===== src/rtl/fib_share_arbiter_if.sv =====
// fib_share_arbiter_if: bundles the requester side and the shared Fibonacci
// unit side of the arbiter into one connection.
//   req/n_in       requester levels and per-requester 4-bit indices
//   done/result/err  one-hot completion pulse, result and timeout flag
//   busy           arbiter not idle
//   fib_start/fib_n/fib_ready/fib_out  handshake with the shared unit
//   fsm_state      arbiter state, for observation only
// Unit handshake: fib_start is a single-cycle strobe that carries fib_n; the
// unit drops fib_ready after it sees the strobe and raises it again once
// fib_out holds the result. A job is complete only after fib_ready is seen
// low and then high again.
// Modports: master = the arbiter, slave = the surrounding environment.
interface fib_share_arbiter_if #(
  parameter int NREQ = 4
);
  logic [NREQ-1:0]   req;
  logic [4*NREQ-1:0] n_in;
  logic [NREQ-1:0]   done;
  logic [10:0]       result;
  logic              err;
  logic              busy;
  logic              fib_start;
  logic [3:0]        fib_n;
  logic              fib_ready;
  logic [10:0]       fib_out;
  logic [2:0]        fsm_state;

  modport master (
    input  req, n_in, fib_ready, fib_out,
    output done, result, err, busy, fib_start, fib_n, fsm_state
  );

  modport slave (
    output req, n_in, fib_ready, fib_out,
    input  done, result, err, busy, fib_start, fib_n, fsm_state
  );
endinterface


===== src/rtl/fib_share_arbiter.sv =====
// fib_share_arbiter: round-robin sharing of one iterative Fibonacci unit
// among NREQ requesters. Indices 0 and 1 are answered directly without
// touching the unit, because the unit's counter never terminates for them.
// A watchdog converts a unit that never comes back into an error response.
// Ports:
//   clk  system clock, rising edge
//   rst  synchronous active-high reset
//   bus  fib_share_arbiter_if.master (requesters, unit handshake, fsm_state)
module fib_share_arbiter #(
  parameter int NREQ    = 4,
  parameter int TIMEOUT = 31
) (
  input logic                 clk,
  input logic                 rst,
  fib_share_arbiter_if.master bus
);

  localparam int IW = (NREQ > 1) ? $clog2(NREQ) : 1;
  localparam int WW = $clog2(TIMEOUT + 1);

  typedef enum logic [2:0] {
    IDLE      = 3'd0,
    ISSUE     = 3'd1,
    WAIT_LOW  = 3'd2,
    WAIT_HIGH = 3'd3,
    RESPOND   = 3'd4
  } state_t;

  state_t          state_q, state_d;
  logic [IW-1:0]   ptr_q;
  logic [IW-1:0]   winner_q;
  logic [3:0]      fib_n_q;
  logic [10:0]     res_q;
  logic            err_q;
  logic [WW-1:0]   wd_q;

  logic [IW-1:0]   pick;
  logic [3:0]      n_sel;
  logic            grant;
  logic            timeout;
  logic            unit_back;

  // First requester at or above ptr, wrapping at NREQ.
  always_comb begin : pick_blk
    int   idx;
    logic found;
    idx   = 0;
    found = 1'b0;
    pick  = '0;
    for (int k = 0; k < NREQ; k++) begin
      idx = int'(ptr_q) + k;
      if (idx >= NREQ) idx = idx - NREQ;
      if (!found && bus.req[IW'(idx)]) begin
        found = 1'b1;
        pick  = IW'(idx);
      end
    end
  end

  assign n_sel = bus.n_in[4*pick +: 4];

  // The unit carries no reset, so a grant also waits for it to be idle.
  assign grant     = (state_q == IDLE) && (|bus.req) && bus.fib_ready;
  assign unit_back = (state_q == WAIT_HIGH) && bus.fib_ready;
  // A result arriving on the last allowed cycle still wins over the timeout.
  assign timeout   = ((state_q == WAIT_LOW) || (state_q == WAIT_HIGH)) &&
                     (wd_q == WW'(TIMEOUT - 1)) && !unit_back;

  always_comb begin
    state_d = state_q;
    case (state_q)
      IDLE:      if (grant) state_d = (n_sel < 4'd2) ? RESPOND : ISSUE;
      ISSUE:     state_d = WAIT_LOW;
      WAIT_LOW:  if (timeout) state_d = RESPOND;
                 else if (!bus.fib_ready) state_d = WAIT_HIGH;
      WAIT_HIGH: if (unit_back || timeout) state_d = RESPOND;
      RESPOND:   state_d = IDLE;
      default:   state_d = IDLE;
    endcase
  end

  always_ff @(posedge clk) begin
    if (rst) begin
      state_q  <= IDLE;
      ptr_q    <= '0;
      winner_q <= '0;
      fib_n_q  <= '0;
      res_q    <= '0;
      err_q    <= 1'b0;
      wd_q     <= '0;
    end else begin
      state_q <= state_d;
      case (state_q)
        IDLE: begin
          if (grant) begin
            winner_q <= pick;
            err_q    <= 1'b0;
            wd_q     <= '0;
            if (n_sel < 4'd2) res_q <= {7'd0, n_sel};
            else              fib_n_q <= n_sel;
          end
        end
        WAIT_LOW, WAIT_HIGH: begin
          wd_q <= wd_q + WW'(1);
          if (unit_back) begin
            res_q <= bus.fib_out;
          end else if (timeout) begin
            res_q <= '0;
            err_q <= 1'b1;
          end
        end
        RESPOND: begin
          if (winner_q == IW'(NREQ - 1)) ptr_q <= '0;
          else                           ptr_q <= winner_q + IW'(1);
        end
        default: ;
      endcase
    end
  end

  // Completion outputs are qualified by RESPOND so they read 0 otherwise.
  assign bus.done      = (state_q == RESPOND) ? (NREQ'(1) << winner_q) : '0;
  assign bus.result    = (state_q == RESPOND) ? res_q : '0;
  assign bus.err       = (state_q == RESPOND) && err_q;
  assign bus.busy      = (state_q != IDLE);
  assign bus.fib_start = (state_q == ISSUE);
  assign bus.fib_n     = fib_n_q;
  assign bus.fsm_state = 3'(state_q);

endmodule


===== src/flat_wrapper.sv =====
// flat-port wrapper written by rule: the top's interface ports become plain ports
module fib_share_arbiter_flat 
#(
  parameter int NREQ    = 4,
  parameter int TIMEOUT = 31
)
  (clk, rst, bus_req, bus_n_in, bus_fib_ready, bus_fib_out, bus_done, bus_result, bus_err, bus_busy, bus_fib_start, bus_fib_n, bus_fsm_state);
  fib_share_arbiter_if #(.NREQ(NREQ)) bus_i ();
  input logic clk;
  input logic rst;
  input wire logic [$bits(bus_i.req)-1:0] bus_req;
  input wire logic [$bits(bus_i.n_in)-1:0] bus_n_in;
  input wire logic [$bits(bus_i.fib_ready)-1:0] bus_fib_ready;
  input wire logic [$bits(bus_i.fib_out)-1:0] bus_fib_out;
  output wire logic [$bits(bus_i.done)-1:0] bus_done;
  output wire logic [$bits(bus_i.result)-1:0] bus_result;
  output wire logic [$bits(bus_i.err)-1:0] bus_err;
  output wire logic [$bits(bus_i.busy)-1:0] bus_busy;
  output wire logic [$bits(bus_i.fib_start)-1:0] bus_fib_start;
  output wire logic [$bits(bus_i.fib_n)-1:0] bus_fib_n;
  output wire logic [$bits(bus_i.fsm_state)-1:0] bus_fsm_state;
  assign bus_i.req = bus_req;
  assign bus_i.n_in = bus_n_in;
  assign bus_i.fib_ready = bus_fib_ready;
  assign bus_i.fib_out = bus_fib_out;
  assign bus_done = bus_i.done;
  assign bus_result = bus_i.result;
  assign bus_err = bus_i.err;
  assign bus_busy = bus_i.busy;
  assign bus_fib_start = bus_i.fib_start;
  assign bus_fib_n = bus_i.fib_n;
  assign bus_fsm_state = bus_i.fsm_state;
  fib_share_arbiter #(.NREQ(NREQ), .TIMEOUT(TIMEOUT)) u_core (.clk(clk), .rst(rst), .bus(bus_i));
endmodule

===== config.mk =====
export PLATFORM = sky130hd
export DESIGN_NAME = fib_share_arbiter_flat
export DESIGN_NICKNAME = d
export VERILOG_FILES = /design/src/rtl/fib_share_arbiter_if.sv /design/src/rtl/fib_share_arbiter.sv /design/src/flat_wrapper.sv
export SDC_FILE = /design/constraint.sdc
export NUM_CORES = 1
export LEC_CHECK = 0
export CAP_MARGIN = 20
export CORE_MARGIN = 4
export CORE_UTILIZATION = 60
export CTS_BUF_LIST = sky130_fd_sc_hd__clkbuf_4
export CTS_CLUSTER_DIAMETER = 80
export DETAILED_ROUTE_END_ITERATION = 16
export DONT_BUFFER_PORTS = 1
export GPL_TIMING_DRIVEN = 0
export PLACE_DENSITY = 0.84
export SLEW_MARGIN = 20
export SYNTH_ARGS = -nofsm -noshare
export SYNTH_HDL_FRONTEND = slang
export SYNTH_SLANG_ARGS = --single-unit

===== constraint.sdc =====
create_clock -name clk -period 2.57 [get_ports clk]
set_clock_uncertainty 0.05 [all_clocks]
set_input_delay 0.514 -clock clk [delete_from_list [all_inputs] [get_ports clk]]
set_output_delay 0.514 -clock clk [all_outputs]
set_load 0.01 [all_outputs]

==> out/qor.csv <==
stage,metric,value,unit
run_status,status,"finished, final reports clean",
cts,# clock sinks,28,
cells_and_area,n_diodes,0,
global_routing,initial antenna violation count,0,
cells_and_area,Area Growth Syn to Fin,8.32,%
floorplan,CORE AREA,2320,µm²
setup_path,crit-path max cell delay,0.51,ns
detailed_routing,Detailed Routing Iterations Pass 1,4,
cts,CTS max path bufs,2,
pwr,Max VDD drop,429,µV
pwr,Internal,715,µW
cts,CTS root buf,clkbuf_4,
cells_and_area,Final Core Density,71.0,%
setup_path,Buf/Inv on CP,0,
setup_path,"delay-heaviest family, CP",multiplexers,
cells_and_area,design area,1650,µm²
global_routing,largest net degree at the start of global routing,17,
synthesis,sequential share of the synthesized area,36.9,%
pwr,Net Switching,334,µW
cts,CTS Hold Bufs,0,
setup_path,CP startpoint,u_core.ptr_q[1]$_SDFFE_PP0P_,
timing,worst slew pin tran,0.765,ns
floorplan,Initial Util,65.5,%
synthesis,syn_nets,214,
pwr,sequential power share,47.4,%
pwr,pwr dens,638,nW/µm²
pwr,switching portion of total power,31.9,%
min_path,Hold Crit Class,in2reg,
setup_path,Critical Path AT,2.62,ns
placed_design,buffers added on ports,0,
synthesis,"flops & latches, synth",28,
floorplan,Die Area,3400,µm²
placed_design,Placement Cell Area,1550,µm²
synthesis,Main synth FF type,dfxtp_1,
setup_path,CP Data Required Time,2.82,ns
floorplan,num ports,59,
setup_path,Crit Path Category,reg2reg,
detailed_routing,via count,1392,
min_path,HP Start,bus_fib_out[5],
synthesis,Post-synth EDFFs,0,
timing,RSZ-0062 raised after global routing,no,
pwr,P_leak,0.654,nW
setup_path,Crit Path Max Fanout,7,
setup_path,Startpoint Class,register,
cts,number of H-tree levels,1,
synthesis,Yosys cell types,34,
setup_path,worst-path cell chain,mux2i_1 -> nor2_1 -> nor3_4 -> mux2i_2 -> o31ai_4 -> a21oi_2 -> a22o_1,
detailed_routing,Total Routed Length,3790,µm
placed_design,Final Wtd Congestion,0.856,
timing,fmax,422,MHz
timing,Final TNS setup,0,ns
cts,CTS buffer count,3,
cells_and_area,flip-flop and latch area,562,µm²
global_routing,GR Overflow Total,0,
synthesis,synthesized area,1520,µm²
cells_and_area,Post-layout nets,220,
detailed_routing,vias per cell,6.72,
cells_and_area,multi-input logic area,931,µm²
pwr,Clock power frac,28.5,%
detailed_routing,Routed Antenna Nets,0,
cts,"CTS clk-pin slew, worst paths",0.16,ns
synthesis,"FFs w/ async S/R, synth",0,%
synthesis,Yosys Warn Count,0,
global_routing,vias in the first global route,1346,
setup_path,Worst R2R Start,u_core.ptr_q[1]$_SDFFE_PP0P_,
setup_path,slowest cell on the critical path,mux2i_2,
flow_run,Max-Cap Viols,0,
detailed_routing,Remaining DRCs,0,
timing,Tmin final,2.37,ns
placed_design,hpwl dp,2730,µm
global_routing,GRT Total Usage,21.6,%
timing,Slew Limit Headroom,48.6,%
floorplan,Rows,17,
setup_path,Crit. End Element,register,
cts,clk_lat worst skew,0.35,ns
cells_and_area,fillers,173,
global_routing,first-pass GRT wire length,5810,µm
synthesis,Post-Synthesis Cells,174,
placed_design,pre-CTS setup slack,0.0450,ns
cts,CTS tree,done,
synthesis,syn_area_per_cell,8.73,µm²
cells_and_area,share of cells above drive strength 1,12.3,%
timing,setup ws final,0.201,ns
floorplan,Die W,58.3,µm
timing,count of final setup violators,0,
floorplan,die extent in y,58.3,µm
timing,Final Max Tran Viols,0,
pwr,logic gate share of total power,24.1,%
detailed_routing,WL/cell,18.3,µm
timing,Final Hold Viols,0,
detailed_routing,DR iter-0 viols,77,
timing,period utilization,92.2,%
==> layout by cell type, fill, tap and decap left out, drive strengths merged, types with 4 or more instances in the layout <==
cell    count
dfxtp      28
and3       18
a21oi      18
nor2       16
nand2      14
mux2i      12
clkbuf     10
a22o        7
a311oi      6
a22oi       6
ha          6
inv         5
nor3        4
==> cells in the mapped netlist (all sizes together) (3+ instances only) <==
cell type  number  area (µm²)
or3             3        18.8
clkbuf          8        30.0
a21oi          18        97.6
inv             5        18.8
a22oi           6        45.0
nor3            4        25.0
a22o            7        61.3
a311oi          6        52.6
and3           18         113
nor2           16        60.1
ha              6        75.1
dfxtp          28         561
nand2          14        52.6
mux2i          12         120
nand3           3        15.0
==> routing by layer <==
layer	wire length, µm	up-vias	global-route usage, %	share of wire [%]
li1	-	657	-	-
met1	1590	669	25.4	42
met2	1860	57	37.2	49
met3	261	9	5.26	6.9
met4	78	0	8.94	2.1
met5	0	-	0	0
==> through the flow <==
| stage | total power, mW | hold WS, ns | std cells |
|---|---|---|---|
| after floorplan | 0.680 | 0.385 | 174 |
| after global placement | 0.719 | 0.398 | 202 |
| after detailed placement | 0.730 | 0.403 | 202 |
| after CTS | 1.02 | 0.246 | 206 |
| after global routing | 1.10 | 0.216 | 207 |
| final | 1.05 | 0.240 | 207 |
==> sequential cells by signal (all words and copies together), names as in the netlist <==
register              cells
u_core.err_q              1
u_core.winner_q           2
u_core.res_q             11
u_core.ptr_q              2
u_core.wd_q               5
u_core.bus.fsm_state      3
u_core.bus.fib_n          4
==> worst paths after layout <==
check	cells after the start	slack [ns]	end
max	7	0.20	u_core.res_q[10]$_SDFFE_PP0P_
max reg2reg	7	0.20	u_core.res_q[10]$_SDFFE_PP0P_
min reg2reg	1	0.44	u_core.res_q[4]$_SDFFE_PP0P_
min	1	0.24	u_core.res_q[5]$_SDFFE_PP0P_
==> what timing repair did <==
action / in CTS / in global routing
setup buffers: 0 / 1
resized for setup: 1 / 6
pin swaps: 0 / 1
cloned: 0 / 1
endpoints found under the setup margin: 9 / 22
==> cell families (layout without fill, tap and decap cells) <==
| family | after synthesis | count (layout) | share of synthesized area [%] |
|---|---|---|---|
| AOI/OAI and AO/OA | 48 | 49 | 23.6 |
| adders and majority gates | 6 | 6 | 4.94 |
| buffers and inverters | 14 | 18 | 3.95 |
| DFF | 28 | 28 | 36.9 |
| muxes | 14 | 14 | 9.39 |
| and+or+nand+nor | 64 | 64 | 21.3 |
==> power groups by stage <==
| stage | Sequential [mW] | Clock, mW | Combinational, mW |
|---|---|---|---|
| global route | 0.500 | 0.321 | 0.279 |
| global placement | 0.503 | 0 | 0.216 |
| floorplan | 0.496 | 0 | 0.184 |
| detailed placement | 0.505 | 0 | 0.225 |
| CTS | 0.495 | 0.297 | 0.228 |
| finish | 0.497 | 0.299 | 0.253 |
==> cell type report <==
class	count	area share (%)
buffer	8	2.36
clock buffer	3	1.37
clock inverter	1	1.83
inverter	5	1.14
multi-input combinational	133	56.6
sequential	28	34.1
tap	28	2.13
timing repair buffer	1	0.456
No activity file was read; power rests on OpenSTA's default activity.
